File: config.mk
export PLATFORM = sky130hd
export DESIGN_NAME = if_fetch_flat
export DESIGN_NICKNAME = d
export VERILOG_FILES = /design/src/rtl/if_fetch_pkg.sv /design/src/rtl/if_fetch_if.sv /design/src/rtl/if_fetch_buf.sv /design/src/rtl/if_fetch.sv /design/src/flat_wrapper.sv
export SDC_FILE = /design/constraint.sdc
export NUM_CORES = 1
export LEC_CHECK = 0
export CORE_ASPECT_RATIO = 0.6
export CORE_MARGIN = 8
export CORE_UTILIZATION = 45
export CTS_BUF_LIST = sky130_fd_sc_hd__clkbuf_4 sky130_fd_sc_hd__clkbuf_8
export DETAILED_ROUTE_END_ITERATION = 16
export MAX_ROUTING_LAYER = met4
export PLACE_DENSITY_LB_ADDON = 0.08
export SYNTH_ARGS = -nofsm -noshare
export SYNTH_HDL_FRONTEND = slang
export SYNTH_SLANG_ARGS = --single-unit
File: constraint.sdc
create_clock -name clk -period 10.8 [get_ports clk]
set_input_delay 1.08 -clock clk [delete_from_list [all_inputs] [get_ports clk]]
set_output_delay 1.08 -clock clk [all_outputs]
set_load 0.05 [all_outputs]
File: src/rtl/if_fetch_pkg.sv
// Shared types and constants for the instruction-fetch stage.
// Widths, the NOP encoding, the default reset PC and the fixed buffer depth live here.
package if_fetch_pkg;

   localparam int unsigned PC_SIZE    = 32;
   localparam int unsigned INSTR_SIZE = 32;
   localparam int unsigned BUF_DEPTH  = 2;

   typedef logic [PC_SIZE-1:0]    pc_t;
   typedef logic [INSTR_SIZE-1:0] instr_t;

   localparam instr_t INSTR_NOP    = 32'h0000_0013;
   localparam pc_t    DEF_RESET_PC = 32'h0000_0000;

   typedef struct packed {
      pc_t    pc;
      instr_t instr;
   } fetch_entry_t;

   function automatic pc_t pc_seq(input pc_t pc);
      return pc + PC_SIZE'(4);
   endfunction

endpackage

File: src/rtl/if_fetch_if.sv
// Fetch-stage bundle: instruction-memory request/response plus the predecode/ID and EX side.
// master = fetch stage, slave = surrounding pipeline and memory.
interface if_fetch_if;
   import if_fetch_pkg::*;

   logic   imem_req_valid;
   logic   imem_req_ready;
   pc_t    imem_req_addr;
   logic   imem_rsp_valid;
   instr_t imem_rsp_data;
   logic   out_valid;
   instr_t out_instr;
   pc_t    out_pc;
   logic   id_ready;
   pc_t    pc_next;
   logic   flush;
   pc_t    flush_pc;

   modport master (
      output imem_req_valid, imem_req_addr, out_valid, out_instr, out_pc,
      input  imem_req_ready, imem_rsp_valid, imem_rsp_data, id_ready, pc_next, flush, flush_pc
   );

   modport slave (
      input  imem_req_valid, imem_req_addr, out_valid, out_instr, out_pc,
      output imem_req_ready, imem_rsp_valid, imem_rsp_data, id_ready, pc_next, flush, flush_pc
   );

endinterface

File: src/rtl/if_fetch_buf.sv
// Two-entry synchronous FIFO with clear, occupancy count and combinational head.
// Used both for the {pc,instr} instruction buffer and the outstanding-request PC tag queue.
module if_fetch_buf
   import if_fetch_pkg::*;
#(
   parameter int unsigned     WIDTH     = 32,
   parameter logic [WIDTH-1:0] RESET_VAL = '0
) (
   input  logic             clk,
   input  logic             rst,
   input  logic             i_push,
   input  logic             i_pop,
   input  logic             i_clear,
   input  logic [WIDTH-1:0] i_data,
   output logic [WIDTH-1:0] o_head,
   output logic [1:0]       o_count
);

   logic [WIDTH-1:0] r_mem [BUF_DEPTH];
   logic             r_rd_ptr;
   logic             r_wr_ptr;
   logic [1:0]       r_count;

   always_ff @(posedge clk or posedge rst) begin
      if (rst) begin
         for (int i = 0; i < BUF_DEPTH; i++) r_mem[i] <= RESET_VAL;
         r_rd_ptr <= 1'b0;
         r_wr_ptr <= 1'b0;
         r_count  <= 2'd0;
      end else if (i_clear) begin
         r_rd_ptr <= 1'b0;
         r_wr_ptr <= 1'b0;
         r_count  <= 2'd0;
      end else begin
         if (i_push) begin
            r_mem[r_wr_ptr] <= i_data;
            r_wr_ptr        <= ~r_wr_ptr;
         end
         if (i_pop) r_rd_ptr <= ~r_rd_ptr;
         r_count <= r_count + {1'b0, i_push} - {1'b0, i_pop};
      end
   end

   assign o_head  = r_mem[r_rd_ptr];
   assign o_count = r_count;

   a_no_overflow: assert property (@(posedge clk) disable iff (rst)
      !(i_push && !i_pop && !i_clear && r_count == 2'(BUF_DEPTH)));
   a_no_underflow: assert property (@(posedge clk) disable iff (rst)
      !(i_pop && !i_clear && r_count == 2'd0));

endmodule

File: src/rtl/if_fetch.sv
// Instruction-fetch stage: sequential prefetch with a 2-entry buffer, predecode-driven
// redirect and EX flush; responses already in flight at a redirect are counted and dropped.
module if_fetch
   import if_fetch_pkg::*;
#(
   parameter pc_t RESET_PC = DEF_RESET_PC
) (
   input logic        clk,
   input logic        rst,
   if_fetch_if.master io_bus
);

   localparam fetch_entry_t BUF_RESET = '{pc: RESET_PC, instr: INSTR_NOP};

   pc_t          r_fetch_pc;
   logic [1:0]   r_drop_cnt;

   fetch_entry_t w_head;
   fetch_entry_t w_push_entry;
   pc_t          w_tag_head;
   logic [1:0]   w_buf_cnt;
   logic [1:0]   w_outstanding;
   logic [2:0]   w_credit_sum;
   logic         w_hs;
   logic         w_rsp;
   logic         w_drop_rsp;
   logic         w_accept;
   logic         w_pd_redir;
   logic         w_redir;
   pc_t          w_target;
   logic         w_push_buf;
   logic         w_pop_buf;

   // Issue credit uses only registered counts; a pop this cycle frees space next cycle.
   assign w_credit_sum          = {1'b0, w_buf_cnt} + {1'b0, w_outstanding};
   assign io_bus.imem_req_valid = ~rst & (w_credit_sum < 3'(BUF_DEPTH));
   assign io_bus.imem_req_addr  = r_fetch_pc;
   assign w_hs                  = io_bus.imem_req_valid & io_bus.imem_req_ready;

   // A response with nothing outstanding is a leftover from before reset.
   assign w_rsp      = io_bus.imem_rsp_valid & (w_outstanding != 2'd0);
   assign w_drop_rsp = w_rsp & (r_drop_cnt != 2'd0);

   assign io_bus.out_valid = (w_buf_cnt != 2'd0);
   assign io_bus.out_instr = w_head.instr;
   assign io_bus.out_pc    = w_head.pc;

   assign w_accept   = io_bus.out_valid & io_bus.id_ready;
   assign w_pd_redir = w_accept & (io_bus.pc_next != pc_seq(w_head.pc));
   assign w_redir    = io_bus.flush | w_pd_redir;
   assign w_target   = io_bus.flush ? io_bus.flush_pc : io_bus.pc_next;

   assign w_push_entry = '{pc: w_tag_head, instr: io_bus.imem_rsp_data};
   assign w_push_buf   = w_rsp & ~w_drop_rsp & ~w_redir;
   assign w_pop_buf    = w_accept & ~w_redir;

   always_ff @(posedge clk or posedge rst) begin
      if (rst) begin
         r_fetch_pc <= RESET_PC;
         r_drop_cnt <= 2'd0;
      end else if (w_redir) begin
         r_fetch_pc <= w_target;
         // Everything still in flight after this edge belongs to the abandoned path.
         r_drop_cnt <= w_outstanding + {1'b0, w_hs} - {1'b0, w_rsp};
      end else begin
         if (w_hs) r_fetch_pc <= pc_seq(r_fetch_pc);
         if (w_drop_rsp) r_drop_cnt <= r_drop_cnt - 2'd1;
      end
   end

   if_fetch_buf #(
      .WIDTH     ($bits(fetch_entry_t)),
      .RESET_VAL (BUF_RESET)
   ) u_instr_buf (
      .clk     (clk),
      .rst     (rst),
      .i_push  (w_push_buf),
      .i_pop   (w_pop_buf),
      .i_clear (w_redir),
      .i_data  (w_push_entry),
      .o_head  (w_head),
      .o_count (w_buf_cnt)
   );

   // Tag queue occupancy is the outstanding-request count.
   if_fetch_buf #(
      .WIDTH     (PC_SIZE),
      .RESET_VAL (RESET_PC)
   ) u_tag_q (
      .clk     (clk),
      .rst     (rst),
      .i_push  (w_hs),
      .i_pop   (w_rsp),
      .i_clear (1'b0),
      .i_data  (r_fetch_pc),
      .o_head  (w_tag_head),
      .o_count (w_outstanding)
   );

   a_credit: assert property (@(posedge clk) disable iff (rst)
      w_credit_sum <= 3'(BUF_DEPTH));
   a_drop_le_outstanding: assert property (@(posedge clk) disable iff (rst)
      r_drop_cnt <= w_outstanding);

endmodule
File: src/flat_wrapper.sv
// flat-port wrapper written by rule: the top's interface ports become plain ports
module if_fetch_flat import if_fetch_pkg::*;
#(
   parameter pc_t RESET_PC = DEF_RESET_PC
)
  (clk, rst, io_bus_imem_req_valid, io_bus_imem_req_addr, io_bus_out_valid, io_bus_out_instr, io_bus_out_pc, io_bus_imem_req_ready, io_bus_imem_rsp_valid, io_bus_imem_rsp_data, io_bus_id_ready, io_bus_pc_next, io_bus_flush, io_bus_flush_pc);
  if_fetch_if io_bus_i ();
  input logic clk;
  input logic rst;
  output wire logic [$bits(io_bus_i.imem_req_valid)-1:0] io_bus_imem_req_valid;
  output wire logic [$bits(io_bus_i.imem_req_addr)-1:0] io_bus_imem_req_addr;
  output wire logic [$bits(io_bus_i.out_valid)-1:0] io_bus_out_valid;
  output wire logic [$bits(io_bus_i.out_instr)-1:0] io_bus_out_instr;
  output wire logic [$bits(io_bus_i.out_pc)-1:0] io_bus_out_pc;
  input wire logic [$bits(io_bus_i.imem_req_ready)-1:0] io_bus_imem_req_ready;
  input wire logic [$bits(io_bus_i.imem_rsp_valid)-1:0] io_bus_imem_rsp_valid;
  input wire logic [$bits(io_bus_i.imem_rsp_data)-1:0] io_bus_imem_rsp_data;
  input wire logic [$bits(io_bus_i.id_ready)-1:0] io_bus_id_ready;
  input wire logic [$bits(io_bus_i.pc_next)-1:0] io_bus_pc_next;
  input wire logic [$bits(io_bus_i.flush)-1:0] io_bus_flush;
  input wire logic [$bits(io_bus_i.flush_pc)-1:0] io_bus_flush_pc;
  assign io_bus_imem_req_valid = io_bus_i.imem_req_valid;
  assign io_bus_imem_req_addr = io_bus_i.imem_req_addr;
  assign io_bus_out_valid = io_bus_i.out_valid;
  assign io_bus_out_instr = io_bus_i.out_instr;
  assign io_bus_out_pc = io_bus_i.out_pc;
  assign io_bus_i.imem_req_ready = io_bus_imem_req_ready;
  assign io_bus_i.imem_rsp_valid = io_bus_imem_rsp_valid;
  assign io_bus_i.imem_rsp_data = io_bus_imem_rsp_data;
  assign io_bus_i.id_ready = io_bus_id_ready;
  assign io_bus_i.pc_next = io_bus_pc_next;
  assign io_bus_i.flush = io_bus_flush;
  assign io_bus_i.flush_pc = io_bus_flush_pc;
  if_fetch #(.RESET_PC(RESET_PC)) u_core (.clk(clk), .rst(rst), .io_bus(io_bus_i));
endmodule
# After elaboration in Yosys (flattened, before gate mapping)
# Index checks and enable logic that the tools add are counted.
# word_totals
reg_bits	234
out_inout_bits	98
# op_classes
n_addsub	8
reduce_logical	10
magnitude_cmp	7
bitwise_logic	21
n_eq_ne	1
n_mux	22
# op_table
operator	count
2-to-1 mux 64 bit	4
2-to-1 mux 32 bit	7
bitwise mux 128 bit	1
adder 32 x 3 -> 32 bit, second input constant	2
bitwise mux 64 bit	1
demux 64 bit (select 1 bit)	1
demux 32 bit (select 1 bit)	1
!= test 32 bit	1
nonzero test 2 bit	7
bitwise AND 1 bit	9
greater-or-equal comparator 2 bit, second input constant	4
NOT 1 -> 2 bit	4
NOT 1 bit	7
2-to-1 mux 2 bit	3
adder 2 x 1 -> 2 bit	2
< comparator 2 x 1 -> 1 bit, second input constant	2
2-to-1 mux 1 bit	4
subtractor 2 x 1 -> 2 bit	2
adder 2 x 2 -> 3 bit	1
< comparator 3 x 2 -> 1 bit, second input constant	1
logical AND 1 bit	2
AND reduction 2 bit	1
subtractor 2 x 1 -> 2 bit, second input constant	1
bitwise OR 1 bit	1

# Logic depth before layout (Yosys ltp)
# Gate-level depths: netlist (run 1).
# logic_depth
ltp_word	13
ltp_mapped	21
ltp_nobuf	16

# Hierarchy
# From an unflattened synthesis (run 1), not the netlist that was laid out.
# hier_totals
hier_cells	1023
hier_area_um2	12892.4
# by_module_without_submodules
module	area_each_um2	seq_area_each_um2	n_inst	cells_per_inst
if_fetch_buf (u_core.u_instr_buf)	6059.6	3310.7	1	359
if_fetch	3829.9	850.8	1	476
if_fetch_buf (u_core.u_tag_q)	3002.9	1701.6	1	188

# Worst setup path before layout (run 1)
# Ideal clock, no wire load.
# synth_timing
path_kind	register to register
start	reg u_core.u_instr_buf.r_rd_ptr
end	reg u_core.u_instr_buf.r_mem[104] (netlist bit)
setup_time_ps	125
t_arrival_ps	4890
synth_period_minus_slack_ps	5015
t_required_ps	10675
path_slack_ps	5785
stages_incl_launch_ff	19
cell_sequence	dfrtp_1 buf_4 buf_2 buf_2 buf_2 buf_1 mux2_2 ha_1 nand4_1 a22oi_2 nand3_2 or2_1 o31a_1 nor4_4 a31oi_2 or4_4 buf_6 buf_6 mux2_4
# synth_between
elab_chain_cells	11
# synth_rtl
element	line	source
from (decl)	if_fetch_buf.sv:20	logic r_rd_ptr;
from (signal assigned)	if_fetch_buf.sv:39	if (i_pop) r_rd_ptr <= ~r_rd_ptr;
NOT 1 -> 2 bit (implied by the code) *	if_fetch_buf.sv:44	assign o_head = r_mem[r_rd_ptr];
2-to-1 mux 64 bit (implied by the code) * (3 in a row)	if_fetch_buf.sv:44	
net io_bus_out_pc[3]	flat_wrapper.sv:14	output wire logic [$bits(io_bus_i.out_pc)-1:0] io_bus_out_pc;
adder 32 x 3 -> 32 bit *	if_fetch_pkg.sv:21	return pc + PC_SIZE'(4);
!= test 32 bit *	if_fetch.sv:49	assign w_pd_redir = w_accept & (io_bus.pc_next != pc_seq(w_head.pc));
bitwise AND 1 bit *	if_fetch.sv:49	
bitwise OR 1 bit *	if_fetch.sv:50	assign w_redir = io_bus.flush | w_pd_redir;
NOT 1 bit (no source line) *	-	
bitwise AND 1 bit	if_fetch.sv:54	assign w_push_buf = w_rsp & ~w_drop_rsp & ~w_redir;
AND reduction 2 bit (no source line) *	-	
to (signal, indexed assignment)	if_fetch_buf.sv:36	r_mem[r_wr_ptr] <= i_data;
to (decl)	if_fetch_buf.sv:19	logic [WIDTH-1:0] r_mem [BUF_DEPTH];
# The timed path passes the listed nets; every way through them passes the cells marked *. The select of a mux whose other input is x is not followed.
# A chain may end at the register's enable or synchronous reset.

# Final worst setup path (run 1)
# layout_timing
start	reg u_core.u_instr_buf.r_rd_ptr
end	reg u_core.u_instr_buf.r_mem[125] (netlist bit)
# layout_between
elab_chain_cells	11
# layout_rtl
element	line
NOT 1 -> 2 bit (implied by the code) *	if_fetch_buf.sv:44
2-to-1 mux 64 bit (implied by the code) * (3 in a row)	if_fetch_buf.sv:44
adder 32 x 3 -> 32 bit *	if_fetch_pkg.sv:21
!= test 32 bit *	if_fetch.sv:49
bitwise AND 1 bit *	if_fetch.sv:49
bitwise OR 1 bit *	if_fetch.sv:50
NOT 1 bit (no source line) *	-
bitwise AND 1 bit	if_fetch.sv:54
AND reduction 2 bit (no source line) *	-
# Every way passes the cells marked *; elsewhere a longest branch is shown, timed or not. The select of a mux whose other input is x is not followed.

==> flow_metrics.py, run 1 <==
metrics = {
    "outcome": {
        "status": "completed",
    },
    "setup_path": {
        "required_ns": 11.22,
        "cp_max_fo": 64,
        "r2r_end": "u_core.u_instr_buf.r_mem[125]",
        "ff2ff_path_depth": 12,
        "cp-start-kind": "flop",
        "reg2reg_from": "u_core.u_instr_buf.r_rd_ptr",
        "crit_type": "flop to flop",
        "cp-end-kind": "flop",
        "reg2reg_slack_ns": 5.13,
        "critical_path_arrival_ns": 6.09,
    },
    "synthesis": {
        "ys_dominant_reg_cell": "dfrtp_1",
        "syn_inst": 1038,
        "synth_edf_count": 0,
        "yosysTopAreaCell": "dfrtp_1",
        "syn_nets": 1148,
        "synth_area_sq_mm": 0.01245,
        "synth_seq_cells": 234,
        "synth_common_cells": "dfrtp_1, mux2_2, nand2_1",
        "async_flop_share": 1.000,
        "yosysMostFrequentCell": "dfrtp_1",
        "synth.area.top_cells": "dfrtp_1, mux2_2, xnor2_1, mux2_4, mux2i_1",
        "yosys_warnings": 0,
        "synth_seq_area_share": 0.4709,
        "syn_avg_cell_area_sq_um": 12.00,
        "ys_types": 66,
        "post-synth-top-area-fraction": 0.4582,
    },
    "place": {
        "hpwlAfterDp_um": 24390,
        "gp_congestion": 0.8297,
        "portBuffers": 199,
        "dp_cells": 1554,
    },
    "sta": {
        "relSlewSlack": 0.1583,
        "hold_viol_final": 0,
        "worst_pin_slew_ns": 1.260,
        "timing.final.crit_share": 0.5249,
        "tns_ns": 0,
        "drv_slew": 0,
        "min_period_ns": 5.669,
        "clock.fmax_mhz": 176.4,
        "setup_viol": 0,
        "fin_worst_skew_ns": 0.02268,
        "rsz0062_at_grt": "no",
    },
    "cts": {
        "clockBufferDepth": 3,
        "cts_setup_buffers": 0,
        "cts_resized": 0,
        "cts_hold_buf": 0,
        "cts_tree": "done",
        "htreeDepth": 2,
        "cts_root_buf": "clkbuf_8",
        "cts_buffers": 37,
        "clk_pin_slew_worst_paths_ns": 0.07,
        "cts_sinks": 234,
        "insertion_delay_ns": 0.55,
    },
    "floorplanning": {
        "core.rowCount": 47,
        "dieArea_sq_mm": 0.03342,
        "die_w_um": 230.8,
        "initial_core_util": 0.4544,
        "core_region_area_sq_mm": 0.02740,
        "pin_count": 200,
        "fp.dieH_um": 144.9,
    },
    "power_and_ir_drop": {
        "swShare": 0.3928,
        "p_seq_frac": 0.358,
        "p_clk_frac": 0.198,
        "p_sw_w": 0.001620,
        "max-vdd-ir-drop_uv": 116.0,
        "p_leak_nw": 6.914,
        "p_int_w": 0.002504,
        "p_per_area_mw_per_mm2": 265.8,
        "combPwrFrac": 0.444,
    },
    "route": {
        "drc": 0,
        "via_per_inst": 5.515,
        "wirelength_um": 35080,
        "drt_iter0_markers": 588,
        "firstDrtPassIters": 5,
        "drtAntennaViolNets": 0,
        "vias": 8913,
        "wl_per_cell_um": 21.71,
    },
    "job": {
        "max_cap_violations": 0,
    },
    "global_routing": {
        "grt_usage": 0.2127,
        "grt_pass1_vias": 9068,
        "grt_pass1_wl_um": 54410,
        "grt_max_degree": 111,
        "antenna_found_initial": 0,
        "grt-ovfl-total": 0,
    },
    "layout": {
        "antenna_cells": 0,
        "syn_to_final_growth_pct": 24.60,
        "drive_above_1_share": 0.2538,
        "fin_cells": 1616,
        "multi_input_area_sq_mm": 0.006202,
        "seq_area_sq_mm": 0.005867,
        "fin_nets": 1336,
        "filler_cell_count": 2354,
    },
    "min_path": {
        "hold_end": "u_core.u_tag_q.r_mem[24]",
        "worstHoldStart": "u_core.u_tag_q.r_mem[24]",
        "worstHoldPathCells": 2,
        "worstHoldPathType": "flop to flop",
    },
}
-- cell type report --
type                       instances  share of cell area
inverter                          24            0.006290
timing repair buffer             213              0.1350
multi-input combinational        716              0.3998
tap                              367             0.02960
clock inverter                     3            0.002903
clock buffer                      59             0.04831
sequential                       234              0.3781
-- stage by stage --
step | instance area, sq um | worst slack (ns) | hold WS, ns | utilization | total power, W
detailed placement | 14720 | 5.171 | 0.4693 | 0.5372 | 0.003319
CTS | 15510 | 5.162 | 0.4841 | 0.5662 | 0.004159
global placement | 14720 | 5.309 | 0.4579 | 0.5372 | 0.003292
finish | 15510 | 5.131 | 0.4793 | 0.5662 | 0.004124
global route | 15510 | 4.849 | 0.4952 | 0.5662 | 0.004344
floorplan | 12450 | 3.312 | 0.4444 | - | 0.002738
-- power groups by stage --
stage          Sequential [W]  Clock (W)  Combinational [W]
2_1_floorplan         0.00144          0            0.00130
5_1_grt               0.00152   0.000875            0.00195
3_3_place_gp          0.00147          0            0.00182
6_report              0.00148   0.000816            0.00183
3_5_place_dp          0.00148          0            0.00184
4_1_cts               0.00147   0.000840            0.00185
-- registers in the layout (all words and copies together), names as in the netlist --
name                         flops
u_core.io_bus.imem_req_addr     32
u_core.r_drop_cnt                2
u_core.u_instr_buf.o_count       2
u_core.u_instr_buf.r_mem       128
u_core.u_instr_buf.r_rd_ptr      1
u_core.u_instr_buf.r_wr_ptr      1
u_core.u_tag_q.o_count           2
u_core.u_tag_q.r_mem            64
u_core.u_tag_q.r_rd_ptr          1
u_core.u_tag_q.r_wr_ptr          1
-- layer usage --
layer	share of wire	track usage
met1	0.52	0.3205
met2	0.42	0.2936
met3	0.052	0.04108
met4	0.0086	0.04053
met5	0	-
-- cell usage in the layout (no fill, tap or decap), types with 33 or more instances in the layout --
master / instances
clkdlybuf4s50_1: 198
nand3_1: 35
clkbuf_8: 49
xnor2_1: 49
nor2b_1: 33
mux2_2: 185
nand2_1: 58
o21ai_0: 39
dfrtp_1: 227
a22o_1: 34
mux2i_1: 40
-- worst max-delay path, stage by stage (launching register included) --
cell	delay [ns]
dfrtp_4	0.89
buf_4	0.66
mux2_2	0.32
ha_1	0.23
nand4_1	0.16
a22oi_2	0.42
nand3_2	0.15
or2_1	0.28
o31a_1	0.33
nor4_4	0.35
a31oi_2	0.23
or4_4	0.95
mux2_1	0.49
-- worst max path at each step --
stage | from | endpoint | slack (ns) | depth (start not counted)
global placement | u_core.u_instr_buf.r_rd_ptr | u_core.u_instr_buf.r_mem[126] | 5.31 | 12
global route | u_core.u_instr_buf.r_rd_ptr | u_core.u_instr_buf.r_mem[124] | 4.85 | 12
floorplan | rst | u_core.io_bus.imem_req_addr[0] | 3.31 | 1
CTS | u_core.u_instr_buf.r_rd_ptr | u_core.u_instr_buf.r_mem[125] | 5.16 | 12
finish | u_core.u_instr_buf.r_rd_ptr | u_core.u_instr_buf.r_mem[125] | 5.13 | 12
detailed placement | u_core.u_instr_buf.r_rd_ptr | u_core.u_instr_buf.r_mem[125] | 5.17 | 12
-- kinds of logic (layout without fill, tap and decap cells) --
kind of cell / count (synthesis) / count (layout) / share of synthesized area
mux: 258 / 258 / 0.2379
flops: 234 / 234 / 0.4709
simple gates: 224 / 224 / 0.09857
compound gates: 146 / 146 / 0.09204
buf+inv: 88 / 299 / 0.03226
xor+xnor: 80 / 80 / 0.05969
fa+ha+maj: 8 / 8 / 0.008641
(Power assumes the default switching activity.)
==> run 2, diff against run 1 <==
Clock period 10.8 ns to 4.99 ns, I/O delays scaled along.
==> flow_metrics.py, run 2 (synthesis results as in run 1) <==
metrics = {
    "outcome": {
        "status": "completed",
    },
    "sta": {
        "tns_ns": 0,
        "timing.final.crit_share": 0.9115,
        "hold_viol_final": 0,
        "worst_pin_slew_ns": 0.9250,
        "drv_slew": 0,
        "rsz0062_at_grt": "no",
        "relSlewSlack": 0.3834,
        "setup_viol": 0,
        "min_period_ns": 4.548,
        "fin_worst_skew_ns": 0.01922,
        "clock.fmax_mhz": 219.9,
    },
    "layout": {
        "seq_area_sq_mm": 0.005867,
        "filler_cell_count": 2360,
        "antenna_cells": 0,
        "fin_nets": 1344,
        "drive_above_1_share": 0.2586,
        "syn_to_final_growth_pct": 25.03,
        "largest_reg_flops": 128,
        "layout_common_cells": "dfrtp_1, clkdlybuf4s50_1, mux2_2",
        "final_common_cell": "dfrtp_1",
        "multi_input_area_sq_mm": 0.006217,
        "fin_cells": 1624,
        "top_register": "u_core.u_instr_buf.r_mem",
    },
    "cts": {
        "clockBufferDepth": 3,
        "cts_sinks": 234,
        "cts_buffers": 38,
        "htreeDepth": 2,
        "cts_tree": "done",
        "insertion_delay_ns": 0.55,
        "clk_pin_slew_worst_paths_ns": 0.07,
        "cts_root_buf": "clkbuf_8",
        "cts_hold_buf": 0,
        "cts_setup_buffers": 0,
    },
    "route": {
        "drtAntennaViolNets": 0,
        "drc": 0,
        "wl_per_cell_um": 22.00,
        "wirelength_um": 35720,
        "vias": 8970,
        "via_per_inst": 5.523,
        "drt_iter0_markers": 558,
        "firstDrtPassIters": 4,
    },
    "place": {
        "hpwlAfterDp_um": 25090,
        "dp_cells": 1560,
        "portBuffers": 199,
        "gp_congestion": 0.8186,
    },
    "setup_path": {
        "startpoint": "u_core.u_instr_buf.r_rd_ptr",
        "reg2reg_from": "u_core.u_instr_buf.r_rd_ptr",
        "critical_path_arrival_ns": 4.97,
        "cp_max_fo": 32,
        "cp-start-kind": "flop",
        "required_ns": 5.41,
        "reg2reg_slack_ns": 0.44,
        "crit_type": "flop to flop",
        "cp-end-kind": "flop",
    },
    "floorplanning": {
        "core.rowCount": 47,
        "die_w_um": 230.8,
        "core_region_area_sq_mm": 0.02740,
        "initial_core_util": 0.4544,
        "dieArea_sq_mm": 0.03342,
        "pin_count": 200,
        "fp.dieH_um": 144.9,
    },
    "global_routing": {
        "antenna_found_initial": 0,
        "grt-ovfl-total": 0,
        "grt_pass1_vias": 9032,
        "grtUsageMet2": 0.2903,
        "top_usage_layer": "met1",
        "grt_usage": 0.2172,
        "met3_usage": 0.04945,
        "grt_pass1_wl_um": 54920,
        "grt_max_degree": 125,
        "use_met1": 0.3277,
    },
    "power_and_ir_drop": {
        "max-vdd-ir-drop_uv": 260.9,
        "p_per_area_mw_per_mm2": 571.3,
        "p_leak_nw": 6.947,
    },
    "min_path": {
        "worstHoldStart": "io_bus_flush",
        "worstHoldPathType": "input port to flop",
    },
    "job": {
        "max_cap_violations": 0,
    },
}
-- run 2: cell types whose count changed in the layout (fill, tap and decap cells not counted) --
cell	before	now
inv_8	1	0
or4_4	1	2
clkbuf_4	10	15
mux2_2	185	184
buf_12	0	2
mux2_4	28	29
clkbuf_8	49	47
buf_4	15	19
bufinv_16	1	0
-- run 2: where the power goes --
group	internal [W]	total [W]	switching, W
clock network	0.000954	0.00172	0.000766
registers	0.00264	0.00319	0.000543
logic	0.00178	0.00399	0.00221
-- run 2: final cells by class --
cell class                      count  area share
Multi-Input combinational cell    717      0.3993
Clock inverter                      1   0.0004822
Inverter                           24    0.006027
Timing Repair Buffer              219      0.1390
Tap cell                          367     0.02949
Clock buffer                       62     0.04878
Sequential cell                   234      0.3768
-- run 2: metrics by stage --
stage | instance area, sq um | worst slack [ns] | util | power, W | hold slack (ns)
floorplan | 12460 | 0.06602 | - | 0.005930 | 0.4444
detailed placement | 14790 | 0.3811 | 0.5397 | 0.007199 | 0.4732
global placement | 14790 | 0.4709 | 0.5397 | 0.007145 | 0.4683
finish | 15570 | 0.4417 | 0.5681 | 0.008894 | 0.3380
global route | 15570 | 0.07921 | 0.5681 | 0.009389 | 0.3380
CTS | 15560 | 0.3506 | 0.5677 | 0.008968 | 0.3068
-- run 2: path summary, 6_finish.rpt --
check                                                   to  cells after the start
min in group asynchronous         u_core.u_tag_q.r_mem[63]                      2
min reg2reg                       u_core.u_tag_q.r_mem[18]                      2
max                          u_core.u_instr_buf.r_mem[123]                     11
max reg2reg                  u_core.u_instr_buf.r_mem[123]                     11
min                        u_core.io_bus.imem_req_addr[16]                      3
max in group asynchronous         u_core.u_tag_q.r_mem[18]                      3
-- run 2: layer usage --
metal	share of wire	wire (um)
met5	0	0
met4	0.014	483
met3	0.058	2073
met2	0.41	14480
met1	0.52	18680
-- run 2: timing repair --
| item | in CTS | in global routing |
|---|---|---|
| gates resized for setup | 0 | 1 |
| setup endpoints to repair | 0 | 31 |
| endpoints found under the hold margin | 0 | 0 |
-- run 2: critical path: stages, from the launching register on --
cell,delay (ns)
dfrtp_4,0.63
mux2_2,0.33
ha_1,0.21
nand4_1,0.15
a22oi_2,0.38
nand3_2,0.15
or2_1,0.28
o31a_1,0.33
nor4_4,0.35
a31oi_2,0.27
or4_4,0.91
mux2_1,0.42
==> run 3, diff against run 2 <==
Settings changed: SETUP_SLACK_MARGIN from default to 0.15.
==> flow_metrics.py, run 3 (synthesis results as in run 1) <==
metrics = {
    "power_and_ir_drop": {
        "max-vdd-ir-drop_uv": 260.6,
        "p_leak_nw": 6.964,
        "p_per_area_mw_per_mm2": 573.0,
    },
    "layout": {
        "drive_above_1_share": 0.2597,
        "fin_nets": 1345,
        "layout_common_cells": "dfrtp_1, clkdlybuf4s50_1, mux2_2",
        "final_common_cell": "dfrtp_1",
        "largest_reg_flops": 128,
        "syn_to_final_growth_pct": 25.40,
        "top_register": "u_core.u_instr_buf.r_mem",
        "antenna_cells": 0,
        "filler_cell_count": 2397,
    },
    "cts": {
        "clockBufferDepth": 3,
        "clk_pin_slew_worst_paths_ns": 0.06,
        "cts_hold_buf": 0,
        "cts_root_buf": "clkbuf_8",
        "cts_setup_buffers": 0,
        "cts_resized": 0,
        "htreeDepth": 2,
        "cts_tree": "done",
        "cts_buffers": 38,
        "cts_sinks": 234,
        "insertion_delay_ns": 0.56,
    },
    "place": {
        "hpwlAfterDp_um": 25390,
        "portBuffers": 199,
        "dpl_worst_slack_ns": 0.6341,
        "gp_congestion": 0.8450,
    },
    "route": {
        "wl_per_cell_um": 21.78,
        "firstDrtPassIters": 5,
        "drtAntennaViolNets": 0,
        "drc": 0,
        "vias": 9043,
        "wirelength_um": 35410,
        "via_per_inst": 5.562,
        "drt_iter0_markers": 590,
    },
    "global_routing": {
        "grt_pass1_wl_um": 55160,
        "grt_usage": 0.2173,
        "grt-ovfl-total": 0,
        "antenna_found_initial": 0,
        "grt_pass1_vias": 9193,
        "grt_max_degree": 84,
    },
    "setup_path": {
        "cp-start-kind": "flop",
        "cp_slowest_stage_delay_ns": 0.59,
        "cp_max_fo": 34,
        "r2r_end": "u_core.u_instr_buf.r_mem[105]",
        "ff2ff_path_depth": 12,
        "required_ns": 5.41,
        "critical_path_arrival_ns": 4.84,
        "crit_family": "simple AND/OR/NAND/NOR gates",
        "critPathBufInv": 1,
        "cp_slowest_cell": "dfrtp_4",
        "crit_type": "flop to flop",
        "reg2reg_slack_ns": 0.57,
        "cp-end-kind": "flop",
        "reg2reg_from": "u_core.u_instr_buf.r_rd_ptr",
        "path_cells": "mux2_2 -> ha_1 -> nand4_1 -> a22oi_2 -> nand3_2 -> or2_1 -> o31a_1 -> nor4_4 -> a31oi_2 -> or4_4 -> buf_4 -> mux2_4",
    },
    "min_path": {
        "worstHoldPathType": "input port to flop",
        "worstHoldPathCells": 2,
        "hold_end": "u_core.u_instr_buf.o_count[1]",
        "worstHoldStart": "io_bus_flush",
    },
    "floorplanning": {
        "pin_count": 200,
        "die_w_um": 230.8,
        "fp.dieH_um": 144.9,
        "core.rowCount": 47,
        "initial_core_util": 0.4544,
        "core_region_area_sq_mm": 0.02740,
        "dieArea_sq_mm": 0.03342,
    },
    "outcome": {
        "status": "completed",
    },
    "sta": {
        "drv_slew": 0,
        "timing.final.crit_share": 0.8858,
        "fin_worst_skew_ns": 0.02476,
        "fin_ws_ns": 0.5697,
        "setup_viol": 0,
        "clock.fmax_mhz": 226.2,
        "min_period_ns": 4.420,
        "worst_pin_slew_ns": 1.005,
        "hold_viol_final": 0,
        "relSlewSlack": 0.3286,
        "tns_ns": 0,
        "rsz0062_at_grt": "no",
    },
    "job": {
        "max_cap_violations": 0,
    },
}
## run 3: metrics by stage
stage	utilization	instance area (sq um)	power, W	hold slack [ns]	std cells
finish	0.5698	15620	0.008948	0.3293	1626
global route	0.5698	15620	0.009452	0.3218	1626
CTS	0.5698	15620	0.009022	0.3033	1626
detailed placement	0.5407	14820	0.007205	0.4780	1562
global placement	0.5407	14820	0.007151	0.4665	1562
floorplan	-	12460	0.005930	0.4444	1038
## run 3: area by class of cell
type / instances / area [sq um] / share of cell area
inverter: 24 / 93.84 / 0.006010
tap: 367 / 459.2 / 0.02941
multi-input combinational: 716 / 6206 / 0.3974
timing repair buffer: 221 / 2192 / 0.1404
clock inverter: 8 / 76.32 / 0.004888
sequential: 234 / 5867 / 0.3757
clock buffer: 56 / 720.7 / 0.04615
## run 3: how the worst max path moves through the flow
stage                                     start                       endpoint  depth (start not counted)
floorplan           u_core.u_instr_buf.r_rd_ptr  u_core.u_instr_buf.r_mem[104]                         18
global placement    u_core.u_instr_buf.r_rd_ptr  u_core.u_instr_buf.r_mem[105]                         12
detailed placement  u_core.u_instr_buf.r_rd_ptr  u_core.u_instr_buf.r_mem[113]                         12
CTS                 u_core.u_instr_buf.r_rd_ptr  u_core.u_instr_buf.r_mem[104]                         12
global route        u_core.u_instr_buf.r_rd_ptr  u_core.u_instr_buf.r_mem[104]                         12
finish              u_core.u_instr_buf.r_rd_ptr  u_core.u_instr_buf.r_mem[105]                         12
## run 3: power breakdown
group | internal (W) | switching, W
sequential | 0.00264 | 0.000534
combinational | 0.00178 | 0.00222
clock | 0.000979 | 0.000789
total | 0.00541 | 0.00354
## run 3: layer usage
metal	up-vias	global-route usage	wire length (um)
met2	246	0.2992	14780
met4	0	0.04385	361
met3	34	0.04147	1878
met5	-	-	0
li1	4182	-	-
met1	4581	0.3273	18390
==> variant 1 (flow settings as in run 3) <==
The package constant `BUF_DEPTH` goes from 2 to 4.
--- a/src/rtl/if_fetch_pkg.sv
+++ b/src/rtl/if_fetch_pkg.sv
@@ -4,7 +4,7 @@
 
    localparam int unsigned PC_SIZE    = 32;
    localparam int unsigned INSTR_SIZE = 32;
-   localparam int unsigned BUF_DEPTH  = 2;
+   localparam int unsigned BUF_DEPTH  = 4;
 
    typedef logic [PC_SIZE-1:0]    pc_t;
    typedef logic [INSTR_SIZE-1:0] instr_t;
Check against the original RTL: not equivalent (a bounded check fails within 4 cycles, from zero or initial values and one cycle with rst high).
==> variant 1 against run 3 <==
Sequential cell count stayed put; routed wire length is 11% higher; cell area is 2.7% higher; setup slack worse by 0.084 ns; hold slack better by 0.13 ns; area after synthesis is 2.6% higher; critical path type unchanged; power is 6.2% higher.
==> variant 1: results <==
[power_and_ir_drop]
peakVddDrop_uv = 391
total_switching_power_uw = 3880
power.static_leakage_uw = 0.00683

[routing]
detail_route.wirelength_mm = 39.3
route.vias.total = 9730
dr.first_iter.drc_count = 715
drt_first_pass_iters = 7

[logic_synthesis]
yosys.cell_types.count = 66
synth.net_count = 1220
synth_sequential_area_ratio_pct = 45.9
asr_flop_ratio_synth_pct = 100
ys_warn_count = 0
synth.top_cells.by_count = "dfrtp_1, mux2_2, nand3_1, nand2_1"
synth.top_cells.by_area = "dfrtp_1, mux2_2, mux2_1, nand3_1, xnor2_1"

[critical_path]
setup.reg_to_reg.worst_slack_ns = 0.49
worst-r2r-cell-count = 16
r2r_end = "u_core.u_instr_buf.o_count[1]"
crit_family = "simple AND/OR/NAND/NOR gates"
start_of_the_worst_register_to_register_path = "u_core.u_instr_buf.r_rd_ptr"
cpPeakStageDelay_ns = 0.66
worstPathArrival_ns = 4.93
critPathSlowestCell = "dfrtp_4"
crit_fanout = 32

[run_status]
run_status = "finished, final reports clean"

[placed_design]
numPortBuffers = 199
gp_congestion = 0.876
detailed_place_hpwl_mm = 28.4
dp_slack_ns = 0.359

[cells_and_area]
proportion_of_layout_cells_with_a_drive_suffix_above_1_pct = 25.2
fillerInstances = 2420
largest_register_ffs = 128
finish.net_count = 1425

[global_route]
vias_in_the_first_global_route = 9958
grt_first_pass_wirelength_mm = 60.7
pin_count_of_the_biggest_net_entering_global_routing = 106
groute.usage.overall_pct = 23.5

[clock_network]
tritoncts.num_buffers = 38
worst_setup_hold_path_clk_slew_ns = 0.07
cts-root-to-sink-buffers = 3
postCtsSetupBuffers = 0

[sta]
whs_ns = 0.457
slew-limit-headroom_pct = 21.9
clock_skew_ns = 0.0320
finalCritPeriodShare_pct = 90.3

[hold_path]
hold_path_class = "input pin to async pin"
## variant 1: worst max path at each step
stage	from	to	cells after the start
5_1_grt	u_core.u_instr_buf.r_rd_ptr	u_core.u_instr_buf.o_count[1]	14
2_1_floorplan	u_core.u_instr_buf.r_rd_ptr	u_core.u_instr_buf.o_count[1]	23
6_report	u_core.u_instr_buf.r_rd_ptr	u_core.u_instr_buf.o_count[1]	16
4_1_cts	u_core.u_instr_buf.r_rd_ptr	u_core.u_instr_buf.o_count[1]	14
3_5_place_dp	u_core.u_instr_buf.r_rd_ptr	u_core.u_instr_buf.o_count[1]	14
3_3_place_gp	u_core.u_instr_buf.r_rd_ptr	u_core.u_instr_buf.o_count[1]	14
## variant 1: stage by stage
stage,utilization (%),cells,area (um2),total power [uW]
detailed placement,54.8,1642,15200,7730
CTS,57.7,1707,16000,9560
finish,57.8,1707,16000,9510
global placement,54.8,1642,15200,7660
global route,57.8,1707,16000,10000
floorplan,-,1110,12800,6250
## variant 1: routing by layer
| layer | track usage [%] | part of all wire [%] | vias up |
|---|---|---|---|
| li1 | - | - | 4467 |
| met1 | 34.8 | 49 | 4895 |
| met5 | - | 0 | - |
| met2 | 31.9 | 41 | 324 |
| met3 | 5.26 | 7.6 | 44 |
| met4 | 5.36 | 1.7 | 0 |
## variant 1: logic make-up after synthesis
logic type / after synthesis / share of synthesized area (%)
simple gates: 287 / 11.8
flops: 234 / 45.9
buf+inv: 91 / 3.09
mux: 309 / 26.8
xor+xnor: 77 / 5.49
fa+ha+maj: 8 / 0.783
compound gates: 104 / 6.09
## variant 1: final cells by class
type	instances	area share (%)
Clock buffer	62	4.77
Clock inverter	3	0.250
Inverter	30	0.726
Multi-Input combinational cell	785	40.9
Sequential cell	234	36.6
Tap cell	367	2.86
Timing Repair Buffer	226	13.9
## variant 1: power groups by stage
stage | clock network [uW] | logic (uW) | registers (uW)
after global routing | 1930 | 4680 | 3420
after global placement | 0 | 4360 | 3300
after CTS | 1840 | 4420 | 3300
after detailed placement | 0 | 4400 | 3330
after floorplan | 0 | 3000 | 3250
final | 1790 | 4410 | 3310
## variant 1: worst register-to-register path: stages, from the launching register on
cell,delay [ns]
dfrtp_4,0.66
mux2_2,0.38
ha_1,0.21
nand4_1,0.23
nand2_1,0.27
nand4_2,0.20
o21a_1,0.25
a211oi_2,0.24
or3b_1,0.44
nor4_2,0.46
and3_1,0.22
ha_1,0.23
inv_1,0.06
ha_1,0.15
xnor2_1,0.14
xnor2_1,0.10
and2_1,0.16
==> variant 2 (flow settings as in run 3) <==
Made on the original files. Reset style: synchronous (`rst`), changed in 2 clocked blocks.
--- a/src/rtl/if_fetch_buf.sv
+++ b/src/rtl/if_fetch_buf.sv
@@ -21,7 +21,7 @@
    logic             r_wr_ptr;
    logic [1:0]       r_count;
 
-   always_ff @(posedge clk or posedge rst) begin
+   always_ff @(posedge clk) begin
       if (rst) begin
          for (int i = 0; i < BUF_DEPTH; i++) r_mem[i] <= RESET_VAL;
          r_rd_ptr <= 1'b0;
--- a/src/rtl/if_fetch.sv
+++ b/src/rtl/if_fetch.sv
@@ -54,7 +54,7 @@
    assign w_push_buf   = w_rsp & ~w_drop_rsp & ~w_redir;
    assign w_pop_buf    = w_accept & ~w_redir;
 
-   always_ff @(posedge clk or posedge rst) begin
+   always_ff @(posedge clk) begin
       if (rst) begin
          r_fetch_pc <= RESET_PC;
          r_drop_cnt <= 2'd0;
Behaviour: differs if rst is asserted again (counterexample within 4 cycles, from zero or initial values and one cycle with rst high); with rst held inactive, the same outputs for 4 cycles.
==> variant 2 against run 3 <==
Maximum frequency increased by 0.26%; hold slack improved by 0.20 ns; cell area rose by 5.4%; setup slack improved by 0.012 ns; area after synthesis rose by 6.6%; routed wire length up 12%; critical path type unchanged; count of clock-buffer cells in the layout grew 5; sequential cell count up 2; cell count is 7.3% higher; critical path depth fell by 2.
Power is not compared: it rests on default switching activity, and its combinational part moved more than twofold at a synthesized area within 25%.
==> variant 2: results <==
[hold_path]
hold_path_class = "flop to flop"
worst_min_delay_path_endpoint = "u_core.u_tag_q.r_rd_ptr"

[critical_path]
r2r_end = "u_core.u_instr_buf.r_mem[1][38]"
critPathSlowestCell = "a21oi_1"
worstPathArrival_ns = 4.70
crit_fanout = 35

[sta]
worst_pin_slew_ns = 0.912

[placed_design]
gp_congestion = 0.920
detailed_place_hpwl_mm = 28.4

[cells_and_area]
fillerInstances = 2494
finish.net_count = 1424
regArea_um2 = 6650
non_clock_buffer_area_fraction_after_layout_pct = 13.6
proportion_of_layout_cells_with_a_drive_suffix_above_1_pct = 23.3
nFlopsAndLatches = 236

[logic_synthesis]
yosys.cell_types.count = 69
yosys.area_share.adder_pct = 0.810
synth.top_cells.by_area = "edfxtp_1, mux2_2, dfxtp_1, nor3_2, nand2b_1"
synthFlopType = "edfxtp_1"

[routing]
wl_met2_mm = 17.5
detail_route.wirelength.met1_mm = 18.8
dr.first_iter.drc_count = 934
detail_route.wirelength_mm = 39.8

[global_route]
groute.usage.overall_pct = 22.8
grt_first_pass_wirelength_mm = 60.9
met2_usage_pct = 33.2

[run_status]
run_status = "finished, final reports clean"
-- variant 2: metrics by stage --
| stage | area, um2 | cells | setup WS [ns] | hold WS [ns] | utilization [%] |
|---|---|---|---|---|---|
| 4_1_cts | 16500 | 1744 | 0.671 | 0.532 | 57.0 |
| 2_1_floorplan | 13400 | 1130 | 0.150 | 0.481 | - |
| 6_report | 16500 | 1744 | 0.581 | 0.531 | 57.0 |
| 3_3_place_gp | 15700 | 1674 | 0.697 | 0.506 | 54.3 |
| 3_5_place_dp | 15700 | 1674 | 0.687 | 0.512 | 54.3 |
| 5_1_grt | 16500 | 1744 | 0.350 | 0.556 | 57.0 |
-- variant 2: worst register-to-register path, stage by stage, from the launching register on --
cell,delay [ns]
dfxtp_4,0.61
nand4_1,0.31
a21oi_1,0.63
nand4b_1,0.38
nor4_1,0.57
nor3_2,0.10
nand4_1,0.14
nor4_2,0.08
a21oi_4,0.63
buf_4,0.57
nor3b_1,0.13
